**src/rtl/uart_pkg.sv**
```systemverilog
// ---------------------------------------------------------------------------
// uart_pkg : shared UART constants and receiver state encoding.  Rev 1.0
// ---------------------------------------------------------------------------
`default_nettype none

package uart_pkg;
   localparam int DEFAULT_CLK_FREQ = 48_000_000;
   localparam int DEFAULT_BAUD     = 115_200;

   typedef enum logic [2:0] {
      IDLE  = 3'd0,
      START = 3'd1,
      DATA  = 3'd2,
      STOP  = 3'd3,
      BREAK = 3'd4
   } rx_state_t;
endpackage

`default_nettype wire

```
**src/rtl/sync_ff2.sv**
```systemverilog
// ---------------------------------------------------------------------------
// sync_ff2 : two-flop synchroniser for an asynchronous input.  Rev 1.0
// ---------------------------------------------------------------------------
`default_nettype none

module sync_ff2 #(
   parameter logic RESET_VAL = 1'b1
) (
   input  logic clk,
   input  logic reset_n,
   input  logic d,
   output logic q
);
   logic meta;

   always_ff @(posedge clk) begin
      if (!reset_n) begin
         meta <= RESET_VAL;
         q    <= RESET_VAL;
      end else begin
         meta <= d;
         q    <= meta;
      end
   end
endmodule

`default_nettype wire

```
**src/rtl/uart_rx.sv**
```systemverilog
// ---------------------------------------------------------------------------
// uart_rx : 8N1 receiver with valid/ready byte output, framing/overrun flags. Rev 1.0
// ---------------------------------------------------------------------------
`default_nettype none

module uart_rx
   import uart_pkg::*;
#(
   parameter int CLK_FREQ = DEFAULT_CLK_FREQ,
   parameter int BAUD     = DEFAULT_BAUD
) (
   input  logic       clk_48mhz,
   input  logic       reset_n,
   input  logic       rx_in,
   output logic [7:0] rx_data,
   output logic       rx_valid,
   input  logic       rx_ready,
   output logic       frame_err,
   output logic       overrun,
   output logic       busy
);
   localparam int CLKS_PER_BIT = CLK_FREQ / BAUD;
   localparam int HALF_BIT     = CLKS_PER_BIT / 2;
   localparam int CNT_W        = $clog2(CLKS_PER_BIT);
   localparam logic [CNT_W-1:0] HALF_END = CNT_W'(HALF_BIT - 1);
   localparam logic [CNT_W-1:0] BIT_END  = CNT_W'(CLKS_PER_BIT - 1);

   logic             rx_s;
   rx_state_t        state, state_n;
   logic [CNT_W-1:0] clk_cnt, cnt_n;
   logic [2:0]       bit_idx, idx_n;
   logic [7:0]       shift, shift_n;
   logic             byte_done, done_n;
   logic             ferr_n;

   sync_ff2 #(.RESET_VAL(1'b1)) u_sync (
      .clk     (clk_48mhz),
      .reset_n (reset_n),
      .d       (rx_in),
      .q       (rx_s)
   );

   always_ff @(posedge clk_48mhz) begin
      if (!reset_n) begin
         state     <= IDLE;
         clk_cnt   <= '0;
         bit_idx   <= '0;
         shift     <= '0;
         byte_done <= 1'b0;
         frame_err <= 1'b0;
      end else begin
         state     <= state_n;
         clk_cnt   <= cnt_n;
         bit_idx   <= idx_n;
         shift     <= shift_n;
         byte_done <= done_n;
         frame_err <= ferr_n;
      end
   end

   always_comb begin
      state_n = state;
      cnt_n   = clk_cnt + 1'b1;
      idx_n   = bit_idx;
      shift_n = shift;
      done_n  = 1'b0;
      ferr_n  = 1'b0;
      case (state)
         IDLE: begin
            cnt_n = '0;
            if (!rx_s) state_n = START;
         end
         START: begin
            // Mid-start check rejects low glitches shorter than half a bit
            if (clk_cnt == HALF_END) begin
               cnt_n   = '0;
               idx_n   = '0;
               state_n = rx_s ? IDLE : DATA;
            end
         end
         DATA: begin
            if (clk_cnt == BIT_END) begin
               cnt_n   = '0;
               shift_n = {rx_s, shift[7:1]};
               idx_n   = bit_idx + 3'd1;
               if (bit_idx == 3'd7) state_n = STOP;
            end
         end
         STOP: begin
            if (clk_cnt == BIT_END) begin
               cnt_n   = '0;
               state_n = rx_s ? IDLE : BREAK;
               done_n  = rx_s;
               ferr_n  = !rx_s;
            end
         end
         BREAK: begin
            cnt_n = '0;
            if (rx_s) state_n = IDLE;
         end
         default: state_n = IDLE;
      endcase
   end

   // A same-cycle handshake frees the holding register for the new byte
   always_ff @(posedge clk_48mhz) begin
      if (!reset_n) begin
         rx_data  <= 8'h00;
         rx_valid <= 1'b0;
         overrun  <= 1'b0;
      end else begin
         overrun <= 1'b0;
         if (byte_done) begin
            if (!rx_valid || rx_ready) begin
               rx_data  <= shift;
               rx_valid <= 1'b1;
            end else begin
               overrun <= 1'b1;
            end
         end else if (rx_valid && rx_ready) begin
            rx_valid <= 1'b0;
         end
      end
   end

   assign busy = (state != IDLE);
endmodule

`default_nettype wire

```
**config.mk**
```make
export PLATFORM = sky130hd
export DESIGN_NAME = uart_rx
export DESIGN_NICKNAME = d
export VERILOG_FILES = /design/src/rtl/uart_pkg.sv /design/src/rtl/sync_ff2.sv /design/src/rtl/uart_rx.sv
export SDC_FILE = /design/constraint.sdc
export NUM_CORES = 1
export LEC_CHECK = 0
export CAP_MARGIN = 5
export CORE_UTILIZATION = 50
export CTS_BUF_LIST = sky130_fd_sc_hd__clkbuf_16
export CTS_CLUSTER_DIAMETER = 50
export DETAILED_ROUTE_END_ITERATION = 8
export MAX_ROUTING_LAYER = met4
export PLACE_DENSITY = 0.74
export SLEW_MARGIN = 40
export SYNTH_ARGS = -nofsm -noshare
export SYNTH_HDL_FRONTEND = slang
export SYNTH_SLANG_ARGS = --single-unit
export TNS_END_PERCENT = 30
```
**constraint.sdc**
```tcl
create_clock -name clk_48mhz -period 1.7 [get_ports clk_48mhz]
set_input_delay 0.255 -clock clk_48mhz [delete_from_list [all_inputs] [get_ports clk_48mhz]]
set_output_delay 0.255 -clock clk_48mhz [all_outputs]
set_load 0.01 [all_outputs]
```
==> reports/metrics.yaml <==
hp-class: "register to register"
synth_cells: 163
end_kind: "register"
num-fill-cells: 255
vias: 1204
avgRoutedWirePerCell_um: 12.4
synth_edf_count: 0
synthTopCellsByCount: "dfxtp_1, nor2b_1, mux2i_1"
initial_core_util_pct: 52.6
yosysMostFrequentCell: "dfxtp_1"
clock.fmax_mhz: 636
cts_hold_buffers: 0
num_io_pins: 16
first_iter_violations: 59
setup_violations: 0
start_kind: "register"
timing.final.ws_setup_ns: 0.128
cts-buffers-inserted: 5
cp_top_family: "simple AND/OR/NAND/NOR gates"
dieArea_um2: 3440
clock_sinks: 37
port_buffers: 15
peakVddDrop_v: 0.000851
critPathMaxStageDelay_ns: 0.42
finalClockSkew_ns: 0.00255
rsz0062_at_grt: "false"
clkLatencyLatePin_ns: 0.28
slowest_stage: "or3b_4"
grt_pass1_wl_mm: 4.89
gp_congestion: 0.833
num_rows: 20
ant_nets: 0
layout_min_cycle_time_ns: 1.57
synth_top_area_cell: "dfxtp_1"
status: "completed"
yosys_warnings: 0
ys_ff_latch: 37
tns_ns: 0
clockRootBuffer: "clkbuf_16"
ys.flop_type: "dfxtp_1"
grtUsageTotal_pct: 19.9
cts.path.max_buffers: 2
synth_top_cells_by_area: "dfxtp_1, mux2i_1, nor2b_1"
maxSlewViolCount: 0
drive_above_1_share_pct: 13.4
hpwl_mm: 2.03
maxCapViolations: 0
grt_overflow: 0
routed_via_density: 5.21
grt_pass1_vias: 1113
p_leak_nw: 0.761
synth_area_um2: 1610
final_net_count: 194
synth_cell_types: 38
syn_avg_cell_area_um2: 9.86
syn_nets: 170
multiInputGateArea_um2: 830
antenna_found_initial: 0
antenna_cells: 0
power_density_nw_per_um2: 978
grt_max_degree: 30
syn_to_final_growth_pct: 24.0
path_cells: "or3b_4 -> nor3_4 -> buf_4 -> mux2i_1 -> nor2b_1"
crit_type: "register to register"
async_flop_share_pct: 0
yosysTopAreaCellShare_pct: 46.1
fin_crit_sh_pct: 92.5
slew_headroom_pct: 78.2
regArea_um2: 743
worst_ep_arrival_time_ns: 1.74
cts-htree-levels: 2
tritoncts: "yes"
worst_slew_pin_slew_ns: 0.322
critical_path.max_fanout: 7
die_w_um: 58.7
synth-seq-area-share_pct: 46.1
crit_buf_inv: 1
clk_pin_slew_ns: 0.05
finalHoldViolCount: 0
cp.required_ns: 1.87
drt_pass1_iterations: 4
core_um2: 3050
drcViolationCount: 0
die_h_um: 58.7
pre_cts_slack_ns: 0.0944
drt-total-wl_mm: 2.87
==> metrics by stage <==
stage          cell area (um2)  util, %  total power [mW]  cells  hold WS (ns)
2_1_floorplan             1610        -              1.05    163         0.356
3_3_place_gp              1850     60.5              1.11    224         0.391
3_5_place_dp              1850     60.5              1.12    224         0.391
4_1_cts                   1980     65.0              1.96    231         0.413
5_1_grt                   1990     65.2              2.02    231         0.432
6_report                  1990     65.2              1.95    231         0.410
==> cell families after synthesis <==
| family | share of synthesized area (%) |
|---|---|
| muxes | 11.8 |
| xor gates and xnor gates | 4.36 |
| buffers and inverters | 2.73 |
| DFF | 46.1 |
| and+or+nand+nor | 27.0 |
| AOI/OAI and AO/OA | 5.61 |
| adders and majority gates | 2.34 |
==> final timing paths <==
check / startpoint / endpoint / slack, ns / cells past startpoint
max reg2reg: state[1] / shift[4] / 0.13 / 5
min reg2reg: u_sync.meta / u_sync.q / 0.41 / 1
min: u_sync.meta / u_sync.q / 0.41 / 1
max: state[1] / shift[4] / 0.13 / 5
==> layout make-up <==
class                   count  share of cell area, %
multi-input cells         117                   41.6
flip-flops and latches     37                   37.3
repair buffers             25                   11.2
clock buffers               5                   6.28
well taps                  44                   2.76
clock inverters             2                  0.565
inverters                   1                  0.188
==> cell usage in the layout, fill, tap and decap left out, types with 4 or more instances in the layout <==
cell type | Yosys | final
nand4_1 | 4 | 4
clkdlybuf4s50_1 | 0 | 14
nor2_1 | 15 | 15
nand2_1 | 9 | 9
mux2i_1 | 19 | 19
buf_4 | 0 | 10
clkbuf_16 | 0 | 5
xnor2_1 | 5 | 5
nand2b_1 | 4 | 4
nand3_1 | 6 | 6
dfxtp_1 | 37 | 35
nor2b_1 | 21 | 21
==> state kept, by name (all words and copies together) (netlist names) <==
| signal | flops |
|---|---|
| bit_idx | 3 |
| byte_done | 1 |
| clk_cnt | 9 |
| frame_err | 1 |
| overrun | 1 |
| rx_data | 8 |
| rx_valid | 1 |
| shift | 8 |
| state | 3 |
| u_sync.meta | 1 |
| u_sync.q | 1 |
==> metal layers <==
layer  vias up  GRT usage (%)  wire [um]
li1        606              -          -
met1       567           23.6       1290
met4         0           7.14         42
met2        25           31.7       1430
met3         6           6.59        102
met5         -              -          0
==> power by group <==
| group | switching [mW] | internal (mW) | leakage, nW | total (mW) |
|---|---|---|---|---|
| Sequential | 0.0274 | 0.888 | 0.300 | 0.916 |
| Combinational | 0.0893 | 0.0966 | 0.398 | 0.186 |
| Clock | 0.318 | 0.528 | 0.0633 | 0.846 |
| Total | 0.435 | 1.51 | 0.761 | 1.95 |
==> what timing repair did <==
action	in CTS	in global routing
gates cloned	0	0
hold endpoints to repair	0	0
endpoints found under the setup margin	1	10
resized for setup	2	4
pin swaps	0	0
setup buffers	0	0
(Power assumes the default switching activity.)
